## src/rtl/wr_arria10_xcvr_rst_seq.sv

```systemverilog
// Reset sequencer for the Arria 10 transceiver reset-controller IP: holds the IP in reset,
// waits for calibration, TX ready, then RX ready plus lock, and retries on any failure.
`timescale 1ns/1ps

module wr_arria10_xcvr_rst_seq #(
    parameter int g_RST_HOLD_CYCLES = 16,
    parameter int g_READY_TIMEOUT   = 1000000,
    parameter int g_LOL_FILTER      = 8,
    parameter int g_RETRY_CNT_WIDTH = 8
) (
    input  logic                         clk_sys_i,
    input  logic                         rst_n_i,
    input  logic                         rst_req_i,
    output logic                         xcvr_rst_o,
    input  logic                         tx_cal_busy_i,
    input  logic                         rx_cal_busy_i,
    input  logic                         tx_ready_i,
    input  logic                         rx_ready_i,
    input  logic                         rx_is_lockedtodata_i,
    output logic                         tx_ready_o,
    output logic                         rx_ready_o,
    output logic                         link_up_o,
    output logic [2:0]                   state_o,
    output logic [g_RETRY_CNT_WIDTH-1:0] retry_cnt_o
);

    localparam logic [2:0] S_RESET    = 3'd0;
    localparam logic [2:0] S_WAIT_CAL = 3'd1;
    localparam logic [2:0] S_WAIT_TX  = 3'd2;
    localparam logic [2:0] S_WAIT_RX  = 3'd3;
    localparam logic [2:0] S_UP       = 3'd4;

    localparam int HOLD_W = (g_RST_HOLD_CYCLES > 1) ? $clog2(g_RST_HOLD_CYCLES) : 1;
    localparam int TMO_W  = $clog2(g_READY_TIMEOUT);
    localparam int LOL_W  = (g_LOL_FILTER > 1) ? $clog2(g_LOL_FILTER) : 1;

    localparam logic [HOLD_W-1:0] HOLD_LAST = HOLD_W'(g_RST_HOLD_CYCLES - 1);
    localparam logic [TMO_W-1:0]  TMO_LAST  = TMO_W'(g_READY_TIMEOUT - 1);
    localparam logic [LOL_W-1:0]  LOL_LAST  = LOL_W'(g_LOL_FILTER - 1);
    localparam logic [g_RETRY_CNT_WIDTH-1:0] RETRY_MAX = {g_RETRY_CNT_WIDTH{1'b1}};

    logic                         lock_meta_r;
    logic                         lock_sync_r;
    logic [2:0]                   state_r;
    logic [2:0]                   prog_state_s;
    logic [2:0]                   next_state_s;
    logic                         fail_s;
    logic [HOLD_W-1:0]            hold_cnt_r;
    logic [TMO_W-1:0]             tmo_cnt_r;
    logic [LOL_W-1:0]             lol_cnt_r;
    logic [g_RETRY_CNT_WIDTH-1:0] retry_cnt_r;
    logic                         hold_done_s;
    logic                         tmo_hit_s;
    logic                         lol_hit_s;
    logic                         in_wait_s;
    logic                         xcvr_rst_s;
    logic                         tx_ready_s;
    logic                         link_up_s;
    logic                         xcvr_rst_r;
    logic                         tx_ready_r;
    logic                         link_up_r;

    assign hold_done_s = (hold_cnt_r == HOLD_LAST);
    assign tmo_hit_s   = (tmo_cnt_r == TMO_LAST);
    // The filter fires on the cycle the low run would reach g_LOL_FILTER, not one later.
    assign lol_hit_s   = !lock_sync_r && (lol_cnt_r == LOL_LAST);
    assign in_wait_s   = (state_r == S_WAIT_CAL) || (state_r == S_WAIT_TX) || (state_r == S_WAIT_RX);

    // Two-flop synchronizer for the asynchronous lock-to-data flag.
    always_ff @(posedge clk_sys_i or negedge rst_n_i) begin
        if (!rst_n_i) begin
            lock_meta_r <= 1'b0;
            lock_sync_r <= 1'b0;
        end else begin
            lock_meta_r <= rx_is_lockedtodata_i;
            lock_sync_r <= lock_meta_r;
        end
    end

    // FSM state register.
    always_ff @(posedge clk_sys_i or negedge rst_n_i) begin
        if (!rst_n_i) begin
            state_r <= S_RESET;
        end else begin
            state_r <= next_state_s;
        end
    end

    // Next-state logic; software request and failure both override normal progress.
    always_comb begin
        prog_state_s = state_r;
        fail_s       = 1'b0;
        case (state_r)
            S_RESET: begin
                if (hold_done_s && !rst_req_i) prog_state_s = S_WAIT_CAL;
                else                           prog_state_s = S_RESET;
            end
            S_WAIT_CAL: begin
                if (!tx_cal_busy_i && !rx_cal_busy_i) prog_state_s = S_WAIT_TX;
                else if (tmo_hit_s)                  fail_s       = 1'b1;
                else                                 prog_state_s = S_WAIT_CAL;
            end
            S_WAIT_TX: begin
                if (tx_ready_i)     prog_state_s = S_WAIT_RX;
                else if (tmo_hit_s) fail_s       = 1'b1;
                else                prog_state_s = S_WAIT_TX;
            end
            S_WAIT_RX: begin
                if (!tx_ready_i)                     fail_s       = 1'b1;
                else if (rx_ready_i && lock_sync_r)  prog_state_s = S_UP;
                else if (tmo_hit_s)                  fail_s       = 1'b1;
                else                                 prog_state_s = S_WAIT_RX;
            end
            S_UP: begin
                if (!tx_ready_i || !rx_ready_i || lol_hit_s) fail_s       = 1'b1;
                else                                         prog_state_s = S_UP;
            end
            default: prog_state_s = S_RESET;
        endcase
        next_state_s = (rst_req_i || fail_s) ? S_RESET : prog_state_s;
    end

    // Output decode from the next state so registered outputs move on the transition edge.
    always_comb begin
        xcvr_rst_s = (next_state_s == S_RESET);
        tx_ready_s = (next_state_s == S_WAIT_RX) || (next_state_s == S_UP);
        link_up_s  = (next_state_s == S_UP);
    end

    // Registered status outputs.
    always_ff @(posedge clk_sys_i or negedge rst_n_i) begin
        if (!rst_n_i) begin
            xcvr_rst_r <= 1'b1;
            tx_ready_r <= 1'b0;
            link_up_r  <= 1'b0;
        end else begin
            xcvr_rst_r <= xcvr_rst_s;
            tx_ready_r <= tx_ready_s;
            link_up_r  <= link_up_s;
        end
    end

    // Reset hold, stage timeout and loss-of-lock run counters.
    always_ff @(posedge clk_sys_i or negedge rst_n_i) begin
        if (!rst_n_i) begin
            hold_cnt_r <= {HOLD_W{1'b0}};
            tmo_cnt_r  <= {TMO_W{1'b0}};
            lol_cnt_r  <= {LOL_W{1'b0}};
        end else begin
            if (state_r != S_RESET || rst_req_i) hold_cnt_r <= {HOLD_W{1'b0}};
            else if (!hold_done_s)               hold_cnt_r <= hold_cnt_r + 1'b1;
            else                                 hold_cnt_r <= hold_cnt_r;

            if (next_state_s != state_r) tmo_cnt_r <= {TMO_W{1'b0}};
            else if (in_wait_s)          tmo_cnt_r <= tmo_cnt_r + 1'b1;
            else                         tmo_cnt_r <= {TMO_W{1'b0}};

            if (state_r != S_UP || lock_sync_r) lol_cnt_r <= {LOL_W{1'b0}};
            else if (lol_cnt_r != LOL_LAST)     lol_cnt_r <= lol_cnt_r + 1'b1;
            else                                lol_cnt_r <= lol_cnt_r;
        end
    end

    // Saturating retry counter; software-requested resets are not retries.
    always_ff @(posedge clk_sys_i or negedge rst_n_i) begin
        if (!rst_n_i) begin
            retry_cnt_r <= {g_RETRY_CNT_WIDTH{1'b0}};
        end else if (fail_s && !rst_req_i && (retry_cnt_r != RETRY_MAX)) begin
            retry_cnt_r <= retry_cnt_r + 1'b1;
        end else begin
            retry_cnt_r <= retry_cnt_r;
        end
    end

    assign xcvr_rst_o  = xcvr_rst_r;
    assign tx_ready_o  = tx_ready_r;
    assign rx_ready_o  = link_up_r;
    assign link_up_o   = link_up_r;
    assign state_o     = state_r;
    assign retry_cnt_o = retry_cnt_r;

endmodule

```

## config.mk

```make
export PLATFORM = sky130hd
export DESIGN_NAME = wr_arria10_xcvr_rst_seq
export DESIGN_NICKNAME = d
export VERILOG_FILES = /design/src/rtl/wr_arria10_xcvr_rst_seq.sv
export SDC_FILE = /design/constraint.sdc
export NUM_CORES = 1
export LEC_CHECK = 0
export CAP_MARGIN = 20
export CORE_ASPECT_RATIO = 1.1
export CORE_MARGIN = 1.5
export CORE_UTILIZATION = 40
export DETAILED_ROUTE_END_ITERATION = 7
export PLACE_DENSITY = 0.63
export SYNTH_ARGS = -nofsm -noshare
export SYNTH_HDL_FRONTEND = slang
export SYNTH_SLANG_ARGS = --single-unit
```

## constraint.sdc

```tcl
create_clock -name clk_sys_i -period 3.8 [get_ports clk_sys_i]
set_clock_uncertainty 0.05 [all_clocks]
set_input_delay 0.38 -clock clk_sys_i [delete_from_list [all_inputs] [get_ports clk_sys_i]]
set_output_delay 0.38 -clock clk_sys_i [all_outputs]
set_load 0.02 [all_outputs]
```

Yosys cells after proc, flatten, opt, wreduce, memory -nomap -nowiden
Cells that the tools add are included.
- flip-flop bits (word level): 43
- word-level logic and storage cells: 76
- input bits: 8
- output and inout bits: 15
- equal/unequal tests: 14
- reductions and logical operators: 24
- add/sub/neg operators: 4
- mux-type cells: 24
- operators by type and width (operator ; number):
    20-bit 2-to-1 mux ; 2
    3-bit 2-to-1 mux ; 11
    20-bit by 1-bit adder with 20-bit output, second input constant ; 1
    20-bit == test, second input constant ; 1
    3-bit case mux with 5 select lines ; 1
    3-bit by 2-bit == test with 1-bit output, second input constant ; 3
    3-bit == test, second input constant ; 3
    8-bit by 1-bit adder with 8-bit output, second input constant ; 1
    1-bit logical OR ; 8
    4-bit 2-to-1 mux ; 2
    8-bit != test, second input constant ; 1
    1-bit 2-to-1 mux ; 7
    1-bit logical AND ; 6
    1-bit zero test ; 6
    3-bit zero test ; 2
    3-bit != test, second input constant ; 2
    4-bit by 1-bit adder with 4-bit output, second input constant ; 1
    4-bit == test, second input constant ; 1
    1-bit case mux with 4 select lines ; 1
    3-bit by 1-bit adder with 3-bit output, second input constant ; 1
    3-bit by 1-bit == test with 1-bit output, second input constant ; 1
    3-bit != test ; 1
    3-bit nonzero test ; 1
    2-bit by 1-bit != test with 1-bit output, second input constant ; 1
    2-bit nonzero test ; 1

Longest topological paths before layout
- depth in word-level cells: 9
- mapped depth: 9
- mapped depth without buffers: 8

Least setup slack after synthesis
OpenSTA, ideal clock, no wires.
- kind: register to register
- start: register tmo_cnt_r[7]
- end: register retry_cnt_r[1], in the netlist retry_cnt_o[1]
- path buffers: 0
- path slack: 1.424 ns
- cell stages (with the launch flop): 7
- setup time: 0.125 ns
- required time: 3.625 ns
- period minus slack after synthesis: 2.376 ns
- data arrival time: 2.202 ns
- path through: dfrtp_1 > or4b_2 > nor4_2 > nand3_1 > a22o_1 > a21boi_0 > mux2_2
- word-level cells in the longest chain between the ends: 7
- elaborated cells on any way between the ends: 9
- those cells by class: eq/ne: 1; mux: 6; reduce/logical: 2
- RTL lines (element ; line ; text):
    start, declared ; 49 ; logic [TMO_W-1:0] tmo_cnt_r;
    start signal, assigned ; 147 ; tmo_cnt_r <= {TMO_W{1'b0}};
    start signal, assigned ; 154 ; if (next_state_s != state_r) tmo_cnt_r <= {TMO_W{1'b0}};
    start signal, assigned ; 155 ; else if (in_wait_s) tmo_cnt_r <= tmo_cnt_r + 1'b1;
    20-bit == test (*) ; 64 ; assign tmo_hit_s = (tmo_cnt_r == TMO_LAST);
    1-bit 2-to-1 mux (*) ; 100, 105, 111 ;
    1-bit 2-to-1 mux ; 110 ; else if (rx_ready_i && lock_sync_r) prog_state_s = S_UP;
    1-bit 2-to-1 mux ; 109 ; if (!tx_ready_i) fail_s = 1'b1;
    1-bit case mux with 4 select lines (*) ; 93 ; case (state_r)
    1-bit logical AND (*) (2 in series) ; 168 ; end else if (fail_s && !rst_req_i && (retry_cnt_r != RETRY_MAX)) begin
    end signal, assigned ; 167 ; retry_cnt_r <= {g_RETRY_CNT_WIDTH{1'b0}};
    end signal, assigned ; 169 ; retry_cnt_r <= retry_cnt_r + 1'b1;
    end signal, assigned ; 171 ; retry_cnt_r <= retry_cnt_r;
    end, declared ; 51 ; logic [g_RETRY_CNT_WIDTH-1:0] retry_cnt_r;
Every way passes the cells marked *; elsewhere a longest branch is shown, timed or not.
A chain may end at the register's enable or synchronous reset.

Final worst setup path
- start: register tmo_cnt_r[6]
- end: register tmo_cnt_r[19]
- word-level cells in the longest chain between the ends: 9
- elaborated cells on any way between the ends: 21
- those cells by class: add/sub: 1; eq/ne: 2; mux: 17; reduce/logical: 1
- RTL lines (element ; line ; text):
    20-bit == test ; 64 ;
    1-bit 2-to-1 mux ; 100, 105, 111 ;
    1-bit 2-to-1 mux ; 110 ;
    1-bit 2-to-1 mux ; 109 ;
    1-bit case mux with 4 select lines ; 93 ;
    1-bit logical OR ; 120 ; next_state_s = (rst_req_i || fail_s) ? S_RESET : prog_state_s;
    3-bit 2-to-1 mux ; 120 ;
    3-bit != test ; 154 ;
    20-bit 2-to-1 mux (*) ; 154 ;
Marked as above.

==> run summary <==
total CTS buffers = 5
Fin Setup TNS = 0 ns
I/O pin count = 23
Leakage = 1.100 nW
Die Area = 6389 um^2
count of cell types in the netlist = 43
RSZ-0062 raised after global routing = no
antenna violations before repair = 0
Seq/Total Area, Yosys = 45.51%
PostCTS Resize Cnt = 0
CP endpoint = tmo_cnt_r[19]
Post-synth ARST share = 100.0%
vias in the first global route = 1620
CP startpoint = tmo_cnt_r[6]
WL per Instance = 13.67 um
HP Class = in2async
Period minus WS final = 2.922 ns
Cell Chain, Critical Path = or4_1, nor4_2, nand3_1, a22o_1, a31o_1, buf_8, a211oi_2
Synth Area in Compound Gates = 17.44%
Die H = 83.69 um
Total Wirelength = 4.375 mm
CTS Hold Bufs = 0
CP startpoint kind = flip-flop
Design Power = 0.7906 mW
Post-Syn Nets = 234
adder-cell share of the synthesized area = 2.643%
Post-Synthesis Cells = 221
status = finished, final reports clean
Top FF cell, synth = dfrtp_1
main combinational cell family by area after synthesis = simple AND/OR/NAND/NOR gates
Buf+Inv Stages, Crit Path = 1
Yosys top cell area share = 44.40%
clk sinks = 43
clk_lat worst skew = 0.30 ns
Synth Register Bits = 43
register-to-register setup slack = 0.88 ns
post-synthesis simple-gate area fraction = 17.60%
via/cell ratio = 5.334
Reg-to-Reg End = tmo_cnt_r[19]
number of cell rows = 29
initial core utilization = 41.29%
drt pass-1 iters = 4
Critical Path RT = 3.96 ns
Pins Over Slew Limit = 0
# DRC = 0
CP Max Fanout = 13
Post-synth EDFFs = 0
Area contributors post-synth = dfrtp_1, a211oi_2, xor2_1
crit path kind = reg2reg
number of inserted diodes = 0
P&R area growth vs syn = 14.80%
XOR/XNOR share of the synthesized area = 10.73%
vias after detailed routing = 1707
pin count of the biggest net entering global routing = 44
worst slew pin tran = 0.9345 ns
Final Hold Violating Endpoints = 0
Avg Synthesized Cell Area = 10.71 um^2
GR Util All Layers = 14.99%
maximum clock frequency = 342.3 MHz
Yosys top cell by area = dfrtp_1
# setup viols final = 0
Mapped Area = 2367 um^2
Final Cycle Share = 76.89%
Stages on worst setup path = 7
crit path DAT = 3.08 ns
Port Buffers = 22
CP endpoint kind = flip-flop
ratio of cells with drive above 1 in the final layout = 15.64%
power per cell area = 290.9 nW/um^2
first-pass GRT wire length = 7.665 mm
crit path max-delay cell type = or4_1
# nets final = 255
total gr overflow = 0
Slew headroom = 37.70%
CTS Buffer Depth = 2
CTS tree = built
worst vdd ir = 0.1466 mV
root buffer cell = clkbuf_8
Syn. warnings = 0
Critical Path Max Stage Delay = 0.56 ns
Core Region = 5733 um^2
Detail Route Antenna Nets = 0
chip width = 76.35 um
Final Wtd Congestion = 0.7836
max capacitance violation total = 0
Detailed Place HPWL = 3.022 mm
reg2reg start = tmo_cnt_r[6]
H-tree levels = 2
Worst-path clk slew = 0.08 ns
mux contribution to synthesized area = 1.744%
initial drt markers = 81
CP top delay family = compound AO/OA/AOI/OAI gates
Register-to-Register Path Depth = 7
Setup Buffers After CTS = 0
==> Yosys cell counts (all sizes together), types with 2 or more instances <==
master and instances:
ha 5, nand4 8, a211oi 21, o2111ai 2, dfrtp 42, a21oi 9, nand4b 2, xor2 16
clkbuf 3, nor2 21, nor3 4, mux2i 3, inv 7, and3 9, xnor2 13, nand2b 4
a311oi 2, nand3 11, buf 8, or4 2, nand2 12
==> kinds of logic after synthesis <==
kind of cell | after synthesis
adder cells (fa/ha/maj) | 5
flip-flops | 43
multiplexers | 4
AND/OR/NAND/NOR | 79
XOR/XNOR | 29
buffers and inverters | 18
AO/OA/AOI/OAI | 43
==> where the power goes <==
group | switching [mW] | total, mW | internal, mW | leakage (nW)
combinational | 0.0226 | 0.0388 | 0.0162 | 0.469
clock | 0.152 | 0.281 | 0.128 | 0.0412
sequential | 0.00813 | 0.471 | 0.463 | 0.589
total | 0.183 | 0.791 | 0.608 | 1.10
==> how the worst min path moves through the flow <==
stage,from,endpoint,slack [ns],depth (start not counted)
2_1_floorplan,rst_n_i,hold_cnt_r[0],0.03,0
3_3_place_gp,lock_meta_r,lock_sync_r,0.29,0
3_5_place_dp,lock_meta_r,lock_sync_r,0.29,0
4_1_cts,rst_n_i,retry_cnt_o[0],0.20,1
5_1_grt,rst_n_i,retry_cnt_o[0],0.26,1
6_report,rst_n_i,retry_cnt_o[0],0.16,1
==> layout make-up <==
class                      count  area (um^2)
clock inverter                 2        12.51
timing repair buffer          25        245.2
multi-input combinational    160         1187
inverter                       7        26.28
tap                           77        96.34
fill                         571         3015
sequential                    43         1077
clock buffer                   6        72.57
==> flip-flops by register name (all words and copies together) (netlist names) <==
register	cells
state_o	3
lock_meta_r	1
hold_cnt_r	4
lock_sync_r	1
tx_ready_o	1
retry_cnt_o	8
link_up_o	1
xcvr_rst_o	1
lol_cnt_r	3
tmo_cnt_r	20
==> stage by stage <==
| stage | hold slack (ns) | worst slack (ns) | area (um^2) | util [%] | cells |
|---|---|---|---|---|---|
| 6_report | 0.1642 | 0.8783 | 2718 | 47.40 | 320 |
| 5_1_grt | 0.2556 | 0.7432 | 2718 | 47.40 | 320 |
| 4_1_cts | 0.2034 | 0.7442 | 2703 | 47.14 | 319 |
| 3_5_place_dp | 0.2885 | 0.7002 | 2618 | 45.66 | 311 |
| 3_3_place_gp | 0.2892 | 0.7294 | 2618 | 45.66 | 311 |
| 2_1_floorplan | 0.03441 | 1.424 | 2367 | - | 221 |
==> routing by layer <==
layer	up-vias	part of all wire, %	GRT usage (%)
li1	843	-	-
met1	839	49	20.31
met2	19	47	24.03
met3	6	2.2	2.951
met4	0	1.4	5.051
met5	-	0	0
==> cells in the final DEF (no fill, tap or decap), types with 2 or more instances in the layout <==
cell	netlist	layout
nand2b_1	4	4
inv_1	7	7
or4_1	2	2
a311oi_1	2	2
a211oi_2	20	20
mux2i_1	3	3
nor3_1	4	4
dfrtp_1	42	42
nand4_1	8	8
xnor2_1	13	13
nand3_1	11	11
nor2_1	20	20
o2111ai_1	2	2
nand4b_1	2	2
buf_4	5	2
ha_1	5	5
clkdlybuf4s50_1	0	21
nand2_1	12	12
clkbuf_8	0	5
and3_1	9	9
a21oi_1	8	8
xor2_1	16	16
Note: power is estimated with default switching activity, not from simulation.
